[config.mk]
export PLATFORM = sky130hd
export DESIGN_NAME = cpu_state_dumper_flat
export DESIGN_NICKNAME = d
export VERILOG_FILES = /design/src/rtl/cpu_dbg_pkg.sv /design/src/rtl/cpu_state_dumper_if.sv /design/src/rtl/dump_out_stage.sv /design/src/rtl/cpu_state_dumper.sv /design/src/flat_wrapper.sv
export SDC_FILE = /design/constraint.sdc
export NUM_CORES = 1
export LEC_CHECK = 0
export ABC_AREA = 1
export BUFFER_PORTS_ARGS = -buffer_cell sky130_fd_sc_hd__buf_2
export CAP_MARGIN = 20
export CORE_ASPECT_RATIO = 1.75
export CORE_UTILIZATION = 45
export CTS_BUF_LIST = sky130_fd_sc_hd__clkbuf_4
export DETAILED_ROUTE_END_ITERATION = 12
export MAX_ROUTING_LAYER = met4
export PLACE_DENSITY = 0.85
export SLEW_MARGIN = 25
export SYNTH_ARGS = -nofsm -noshare
export SYNTH_HDL_FRONTEND = slang
export SYNTH_HIERARCHICAL = 1
export SYNTH_SLANG_ARGS = --single-unit
[constraint.sdc]
create_clock -name clk_i -period 2.28 [get_ports clk_i]
set_input_delay 0.228 -clock clk_i [delete_from_list [all_inputs] [get_ports clk_i]]
set_output_delay 0.228 -clock clk_i [all_outputs]
set_load 0.005 [all_outputs]
[src/rtl/cpu_dbg_pkg.sv]
// Shared debug-dump constants: stream tags, FSM encodings, default width.
// Optional checksum word is enabled by defining DUMP_CHECKSUM_EN.
package cpu_dbg_pkg;

  localparam int DATA_W_DEF = 32;

  typedef logic [1:0] tag_t;

  localparam tag_t TAG_PC   = 2'd0;
  localparam tag_t TAG_REG  = 2'd1;
  localparam tag_t TAG_MEM  = 2'd2;
  localparam tag_t TAG_CSUM = 2'd3;

  localparam logic [2:0] S_IDLE = 3'd0;
  localparam logic [2:0] S_HOLD = 3'd1;
  localparam logic [2:0] S_ADDR = 3'd2;
  localparam logic [2:0] S_CAPT = 3'd3;
  localparam logic [2:0] S_SEND = 3'd4;
  localparam logic [2:0] S_DONE = 3'd5;

endpackage

[src/rtl/cpu_state_dumper_if.sv]
// Tagged dump stream: valid/ready word port from dumper to debug sink.
// Master drives the word, slave returns ready.
interface cpu_state_dumper_if #(
  parameter int DATA_W = 32,
  parameter int IDX_W  = 6
);
  logic [DATA_W-1:0] dout;
  logic [1:0]        dout_tag;
  logic [IDX_W-1:0]  dout_idx;
  logic              dout_valid;
  logic              dout_ready;

  modport master (
    output dout, dout_tag, dout_idx, dout_valid,
    input  dout_ready
  );

  modport slave (
    input  dout, dout_tag, dout_idx, dout_valid,
    output dout_ready
  );
endinterface

[src/rtl/dump_out_stage.sv]
// Output holding register for the dump stream.
// Load wins over accept so a new word can follow an accept directly.
module dump_out_stage
  import cpu_dbg_pkg::*;
#(
  parameter int DATA_W = 32,
  parameter int IDX_W  = 6
) (
  input  logic              clk,
  input  logic              rst,
  input  logic              load,
  input  logic [DATA_W-1:0] din,
  input  tag_t              tag_in,
  input  logic [IDX_W-1:0]  idx_in,
  input  logic              ready,
  output logic [DATA_W-1:0] dout,
  output tag_t              tag,
  output logic [IDX_W-1:0]  idx,
  output logic              valid
);

  always_ff @(posedge clk or posedge rst) begin
    if (rst) begin
      dout  <= '0;
      tag   <= TAG_PC;
      idx   <= '0;
      valid <= 1'b0;
    end else if (load) begin
      dout  <= din;
      tag   <= tag_in;
      idx   <= idx_in;
      valid <= 1'b1;
    end else if (valid && ready) begin
      dout  <= '0;
      tag   <= TAG_PC;
      idx   <= '0;
      valid <= 1'b0;
    end
  end

endmodule

[src/rtl/cpu_state_dumper.sv]
// Freezes the CPU and streams PC, register file and data memory as tagged words.
// Define DUMP_CHECKSUM_EN to append an XOR checksum word (tag 3).
module cpu_state_dumper
  import cpu_dbg_pkg::*;
#(
  parameter int DATA_W   = DATA_W_DEF,
  parameter int NUM_REGS = 32,
  parameter int NUM_MEM  = 32,
  parameter int IDX_W    = 6
) (
  input  logic              clk_i,
  input  logic              rst_i,
  input  logic              dump_req_i,
  output logic              cpu_hold_o,
  input  logic [DATA_W-1:0] pc_i,
  output logic [4:0]        rf_addr_o,
  input  logic [DATA_W-1:0] rf_data_i,
  output logic [IDX_W-1:0]  dm_addr_o,
  input  logic [DATA_W-1:0] dm_data_i,
  output logic              busy_o,
  output logic              done_o,
  cpu_state_dumper_if.master dout_if
);

  logic [2:0]        state;
  tag_t              sec;
  logic [IDX_W-1:0]  idx;
  logic              accept;
  logic              last_reg;
  logic              last_mem;
  logic              ld;
  logic [DATA_W-1:0] ld_data;
  tag_t              ld_tag;
  logic [IDX_W-1:0]  ld_idx;
`ifdef DUMP_CHECKSUM_EN
  logic [DATA_W-1:0] csum;
`endif

  assign accept   = (state == S_SEND) && dout_if.dout_valid
                    && dout_if.dout_ready;
  assign last_reg = (idx == IDX_W'(NUM_REGS - 1));
  assign last_mem = (idx == IDX_W'(NUM_MEM - 1));

  assign busy_o     = (state != S_IDLE);
  assign cpu_hold_o = (state != S_IDLE);
  assign done_o     = (state == S_DONE);
  assign rf_addr_o  = idx[4:0];
  assign dm_addr_o  = idx;

  always_comb begin
    ld      = 1'b0;
    ld_data = '0;
    ld_tag  = TAG_PC;
    ld_idx  = '0;
    unique case (1'b1)
      (state == S_HOLD): begin
        ld      = 1'b1;
        ld_data = pc_i;
      end
      (state == S_CAPT): begin
        ld      = 1'b1;
        ld_tag  = sec;
        ld_idx  = idx;
        ld_data = (sec == TAG_REG) ? rf_data_i : dm_data_i;
      end
`ifdef DUMP_CHECKSUM_EN
      // Checksum includes the MEM word being accepted this cycle.
      (accept && sec == TAG_MEM && last_mem): begin
        ld      = 1'b1;
        ld_tag  = TAG_CSUM;
        ld_data = csum ^ dout_if.dout;
      end
`endif
      default: ;
    endcase
  end

  always_ff @(posedge clk_i or posedge rst_i) begin
    if (rst_i) begin
      state <= S_IDLE;
      sec   <= TAG_PC;
      idx   <= '0;
`ifdef DUMP_CHECKSUM_EN
      csum  <= '0;
`endif
    end else begin
      unique case (state)
        S_IDLE: begin
          sec  <= TAG_PC;
          idx  <= '0;
`ifdef DUMP_CHECKSUM_EN
          csum <= '0;
`endif
          if (dump_req_i) state <= S_HOLD;
        end
        S_HOLD: state <= S_SEND;
        S_ADDR: state <= S_CAPT;
        S_CAPT: state <= S_SEND;
        S_SEND: begin
          if (accept) begin
`ifdef DUMP_CHECKSUM_EN
            csum <= csum ^ dout_if.dout;
`endif
            unique case (sec)
              TAG_PC: begin
                sec   <= TAG_REG;
                idx   <= '0;
                state <= S_ADDR;
              end
              TAG_REG: begin
                if (last_reg) begin
                  sec <= TAG_MEM;
                  idx <= '0;
                end else begin
                  idx <= idx + 1'b1;
                end
                state <= S_ADDR;
              end
              TAG_MEM: begin
                if (last_mem) begin
                  idx <= '0;
`ifdef DUMP_CHECKSUM_EN
                  sec   <= TAG_CSUM;
                  state <= S_SEND;
`else
                  state <= S_DONE;
`endif
                end else begin
                  idx   <= idx + 1'b1;
                  state <= S_ADDR;
                end
              end
              default: state <= S_DONE;
            endcase
          end
        end
        S_DONE:  state <= S_IDLE;
        default: state <= S_IDLE;
      endcase
    end
  end

  dump_out_stage #(
    .DATA_W (DATA_W),
    .IDX_W  (IDX_W)
  ) u_out (
    .clk    (clk_i),
    .rst    (rst_i),
    .load   (ld),
    .din    (ld_data),
    .tag_in (ld_tag),
    .idx_in (ld_idx),
    .ready  (dout_if.dout_ready),
    .dout   (dout_if.dout),
    .tag    (dout_if.dout_tag),
    .idx    (dout_if.dout_idx),
    .valid  (dout_if.dout_valid)
  );

endmodule
[src/flat_wrapper.sv]
// flat-port wrapper written by rule: the top's interface ports become plain ports
module cpu_state_dumper_flat import cpu_dbg_pkg::*;
#(
  parameter int DATA_W   = DATA_W_DEF,
  parameter int NUM_REGS = 32,
  parameter int NUM_MEM  = 32,
  parameter int IDX_W    = 6
)
  (clk_i, rst_i, dump_req_i, cpu_hold_o, pc_i, rf_addr_o, rf_data_i, dm_addr_o, dm_data_i, busy_o, done_o, dout_if_dout, dout_if_dout_tag, dout_if_dout_idx, dout_if_dout_valid, dout_if_dout_ready);
  cpu_state_dumper_if #(.DATA_W(DATA_W), .IDX_W(IDX_W)) dout_if_i ();
  input  logic clk_i;
  input  logic rst_i;
  input  logic dump_req_i;
  output logic cpu_hold_o;
  input  logic [DATA_W-1:0] pc_i;
  output logic [4:0] rf_addr_o;
  input  logic [DATA_W-1:0] rf_data_i;
  output logic [IDX_W-1:0] dm_addr_o;
  input  logic [DATA_W-1:0] dm_data_i;
  output logic busy_o;
  output logic done_o;
  output wire logic [$bits(dout_if_i.dout)-1:0] dout_if_dout;
  output wire logic [$bits(dout_if_i.dout_tag)-1:0] dout_if_dout_tag;
  output wire logic [$bits(dout_if_i.dout_idx)-1:0] dout_if_dout_idx;
  output wire logic [$bits(dout_if_i.dout_valid)-1:0] dout_if_dout_valid;
  input wire logic [$bits(dout_if_i.dout_ready)-1:0] dout_if_dout_ready;
  assign dout_if_dout = dout_if_i.dout;
  assign dout_if_dout_tag = dout_if_i.dout_tag;
  assign dout_if_dout_idx = dout_if_i.dout_idx;
  assign dout_if_dout_valid = dout_if_i.dout_valid;
  assign dout_if_i.dout_ready = dout_if_dout_ready;
  cpu_state_dumper #(.DATA_W(DATA_W), .NUM_REGS(NUM_REGS), .NUM_MEM(NUM_MEM), .IDX_W(IDX_W)) u_core (.clk_i(clk_i), .rst_i(rst_i), .dump_req_i(dump_req_i), .cpu_hold_o(cpu_hold_o), .pc_i(pc_i), .rf_addr_o(rf_addr_o), .rf_data_i(rf_data_i), .dm_addr_o(dm_addr_o), .dm_data_i(dm_data_i), .busy_o(busy_o), .done_o(done_o), .dout_if(dout_if_i));
endmodule
Word level (Yosys, flattened, before mapping). Index checks and enable logic that the tools add are counted.

Add/subtract/negate cells: 1. Equality and inequality tests: 13. Multiplexer cells: 26. Reduce and logical (&&, ||, !) cells: 14.

Operator list (count): $mux W32 (3); $pmux W32 S2 (1); $mux W6 (5); $pmux W6 S2 (2); $pmux W3 S4 (1); $mux W2 (5); $mux W3 (3); $pmux W2 S2 (2); $add A6 B1 Y6 const B (1); $eq A3 B2 Y1 const B (2); $eq A3 B3 Y1 const B (2); $eq A6 B5 Y1 const B (1); $ne A3 B3 Y1 const B (2); $pmux W3 S2 (1); $reduce_or A2 Y1 (3); $reduce_and A4 Y1 (1); $reduce_bool A2 Y1 (2); $eq A3 B1 Y1 const B (1); $logic_and A1 B1 Y1 (3); $logic_not A3 Y1 (1); $mux W1 (3); $ne A3 B2 Y1 const B (1); $reduce_and A3 Y1 (1); $reduce_bool A3 Y1 (1); other kinds (6) (6).

Bits in registers: 52. Input bits: 100. Output and inout port bits: 55.

Depth between registers and ports, before layout.
Depth after elaboration: 5. Depth in mapped cells: 10.

By module. Netlist, hierarchy kept.

Modules (own cells, without submodules): dump_out_stage (times used 1, cells each 179, area each 1709.1 µm², seq. area each 1026.0 µm²); cpu_state_dumper (times used 1, cells each 272, area each 1622.8 µm², seq. area each 275.3 µm²).

Least setup slack after synthesis. No wires, ideal clock.

Path kind: register to register. From: reg u_core.sec[1]. To: reg u_core.u_out.dout[26]. Data arrival time: 1.458 ns. Setup slack: 0.704 ns. Stages on the path, launching flop included: 11. Path buffers: 2. Cells stage by stage: dfrtp_1 inv_1 ha_1 buf_4 inv_1 buf_2 or2_2 o21ai_0 o21ai_1 nand2_1 nand2_1.

Word-level cells in the longest chain between the ends: 4.

Ends and longest elaborated chain: start: declaration (RTL line cpu_state_dumper.sv:26) `tag_t sec;`; start signal: assignment (RTL line cpu_state_dumper.sv:81) `sec <= TAG_PC;`; start signal: assignment (RTL line cpu_state_dumper.sv:89) `sec <= TAG_PC;`; start signal: assignment (RTL line cpu_state_dumper.sv:106) `sec <= TAG_REG;`; $eq A2 B1 Y1 (RTL line cpu_state_dumper.sv:64) `ld_data = (sec == TAG_REG) ? rf_data_i : dm_data_i;`; $mux W32 (RTL line cpu_state_dumper.sv:64); $pmux W32 S2 (RTL line cpu_state_dumper.sv:55) `unique case (1'b1)`; net u_core.ld_data[26] (RTL line cpu_state_dumper.sv:32) `logic [DATA_W-1:0] ld_data;`; $mux W32 (RTL line dump_out_stage.sv:28) `end else if (load) begin`; end signal: assignment (RTL line dump_out_stage.sv:29) `dout <= din;`; end: declaration (RTL line dump_out_stage.sv:16) `output logic [DATA_W-1:0] dout,`.

The timed path passes the listed nets, and every way through them passes these cells. A chain may end at the register's enable or synchronous reset.

Worst setup path in the final report.
From: reg u_core.sec[1]. To: reg u_core.u_out.dout[16].

The elaborated chain is that of the path after synthesis.

==> results.ini <==
[timing]
relSlewSlack_pct = 41.7
setup_total_negative_slack_ps = 0
slew_viol_final = 0
tightest_slew_ps = 874
hold_slack_ps = 78.1
finClkSkew_ps = 7.09
fmax_ghz = 0.489
finalCriticalPeriod_ps = 2040
setup_viol = 0
hold_viol_final = 0
rsz0062_at_grt = no
finalCritPeriodShare_pct = 89.6

[cells_and_area]
drive_above_1_share_pct = 38.1
nNetsFinal = 687
fin_area_um2 = 4110
register_area_um2 = 1300
antennaDiodeCount = 0
fillers = 694
area_growth_pct = 23.3
instances_no_fill = 669
multi_input_area_um2 = 1690

[worst_hold_path]
hp-start = dout_if_dout_ready
min_path_cells = 2
whs_endpoint = u_core/u_out/valid$_DFFE_PP0P_
hold_class = input pin to register

[synthesis]
synth_area_leaders = dfrtp_1, nand2_1, nand3_1
synthCells = 451
syn_area_um2 = 3330
synth_top_cell_by_area = dfrtp_1
ys_ff_latch = 52
avgSynthCellArea_um2 = 7.39
ys_seq_area_share_pct = 39.1
synth_nets = 556
yosys.area.top_type_share_pct = 39.1
synthDistinctLibCells = 26
synth-warning-count = 6

[global_routing]
grt_pass1_vias = 3189
track_usage_pct = 26.6
grt_max_degree = 44
grt_pass1_wl_um = 15100
grt_remaining_overflow = 0
antenna_found_initial = 0

[floorplan]
start_util_pct = 46.4
die_y_um = 116
fp-row-count = 41
die_area_um2 = 7770
die_w_um = 67.0
io_pins = 155
fp.coreArea_um2 = 7180

[clocking]
cts_tree = built
cts_buffer_depth = 2
clock_latency_ps = 370
cts_setup_buffers = 0
cts_num_sinks = 52
clk_pin_slew_worst_paths_ps = 140
cts_root_buf = clkbuf_4
cts_made_buffers = 5
htree_levels = 2

[detailed_routing]
ant_nets = 0
vias = 3586
vias_per_cell = 5.36
finalWirelength_um = 9930
drt-initial-drc-count = 289
drc = 0
wl_per_cell_um = 14.8
firstDrtPassIters = 6

[worst_setup_path]
endpoint_kind = register
r2r_end = u_core/u_out/dout[16]$_DFFE_PP0P_
critical_path.max_stage_delay_ps = 630
critical_path_arrival_ps = 2350
critical_path.cell_chain = inv_1 > ha_1 > inv_1 > or2_2 > o21ai_0 > o21ai_1 > nand2_1 > nand2_1
critical-path-top-delay-family = buffers and inverters
crit_type = register to register
worst-r2r-cell-count = 8
path_buf_inv = 2
critPathLaunchType = register
crit_slowest_cell = inv_1
r2r-start = u_core/sec[1]$_DFFE_PP0P_
crit_fanout = 33
cp.required_ps = 2590
reg2reg_slack_ps = 240

[placed_design]
place_area_um2 = 4020
numPortBuffers = 154
dp.cells = 660
place_hpwl_um = 7000
gp_congestion = 0.877

[power]
finalPower_uw = 3720
peakVddDrop_uv = 836
power_density_nw_per_um2 = 906
power.leakage_uw = 0.00226

[job]
cap_violations = 0

[outcome]
status = finished, final reports clean

final cells by class:
type	count	share of cell area, %
Timing Repair Buffer	160	19.9
Sequential cell	52	31.7
Clock inverter	3	0.914
Clock buffer	5	0.914
Tap cell	86	2.62
Inverter	28	2.74
Multi-Input combinational cell	335	41.2
registers in the layout (all words and copies together), names as in the netlist:
register,count
u_core/u_out/dout,32
u_core/dm_addr_o,6
u_core/u_out/idx,6
u_core/state,3
u_core/sec,2
u_core/u_out/tag,2
u_core/u_out/valid,1
placed cells by master (no fill, tap or decap):
| cell | count |
|---|---|
| nand3b_1 | 1 |
| dfrtp_1 | 52 |
| o21ai_1 | 32 |
| nand2_2 | 2 |
| nand3_2 | 11 |
| nand3_1 | 73 |
| o21bai_1 | 1 |
| nand4_1 | 4 |
| clkbuf_4 | 5 |
| or2_2 | 33 |
| ha_1 | 5 |
| inv_1 | 22 |
| clkinv_1 | 2 |
| a21oi_1 | 3 |
| bufinv_16 | 1 |
| inv_2 | 5 |
| dlygate4sd3_1 | 1 |
| o21ai_0 | 39 |
| nor2_4 | 2 |
| a21oi_4 | 1 |
| buf_4 | 5 |
| nor2_2 | 2 |
| buf_2 | 154 |
| nor3_1 | 1 |
| nand2_1 | 109 |
| nor2_1 | 16 |
| inv_8 | 1 |
layer usage:
layer  vias up  global-route usage (%)  part of all wire, %
met1      1684                    30.3                   39
met5         -                       -                    0
met2       144                    44.5                   53
met4         0                    12.2                  3.4
met3        28                    4.23                  5.0
li1       1730                       -                    -
metrics by stage:
step	worst slack (ps)	utilization [%]
2_1_floorplan	704	-
3_3_place_gp	409	56.0
3_5_place_dp	276	56.0
4_1_cts	256	57.2
5_1_grt	103	57.2
6_report	237	57.2
power breakdown:
| group | switching [µW] | leakage, µW | internal, µW |
|---|---|---|---|
| logic | 1200 | 0.00151 | 661 |
| clock network | 287 | 0.0000403 | 225 |
| registers | 188 | 0.000713 | 1160 |
| total | 1670 | 0.00226 | 2050 |
cell families (layout without fill, tap and decap cells):
family / after synthesis / after routing / share of synthesized area [%]
adders and majority gates: 5 / 5 / 1.88
DFF: 52 / 52 / 39.1
and+or+nand+nor: 254 / 254 / 37.1
AOI/OAI and AO/OA: 76 / 76 / 11.8
buffers and inverters: 64 / 196 / 10.1
synth_stat cells:
| library cell | count |
|---|---|
| nand3_1 | 73 |
| nor2_4 | 2 |
| inv_1 | 23 |
| nand2_2 | 2 |
| o21ai_0 | 39 |
| dfrtp_1 | 52 |
| buf_6 | 4 |
| nand4_1 | 4 |
| buf_4 | 9 |
| nand2_1 | 109 |
| clkbuf_1 | 10 |
| inv_8 | 1 |
| o21ai_1 | 32 |
| nand3b_1 | 1 |
| a21oi_1 | 3 |
| inv_2 | 4 |
| or2_2 | 33 |
| a21oi_4 | 1 |
| o21bai_1 | 1 |
| ha_1 | 5 |
| nor3_1 | 1 |
| nor2_1 | 16 |
| buf_2 | 12 |
| buf_8 | 1 |
| nand3_2 | 11 |
| nor2_2 | 2 |
how the worst max path moves through the flow:
stage                                         start                                 to  cells past startpoint
after floorplan           u_core/sec[1]$_DFFE_PP0P_  u_core/u_out/dout[26]$_DFFE_PP0P_                     10
after CTS                 u_core/sec[1]$_DFFE_PP0P_  u_core/u_out/dout[24]$_DFFE_PP0P_                      8
after detailed placement  u_core/sec[1]$_DFFE_PP0P_  u_core/u_out/dout[14]$_DFFE_PP0P_                      8
after global placement    u_core/sec[1]$_DFFE_PP0P_   u_core/u_out/dout[3]$_DFFE_PP0P_                      8
final                     u_core/sec[1]$_DFFE_PP0P_  u_core/u_out/dout[16]$_DFFE_PP0P_                      8
after global routing      u_core/sec[1]$_DFFE_PP0P_  u_core/u_out/dout[24]$_DFFE_PP0P_                      8
repair_timing:
item,CTS,global route
hold buffers,1,0
endpoints found under the hold margin,11,0
resized for setup,0,0
(Power assumes the default switching activity.)
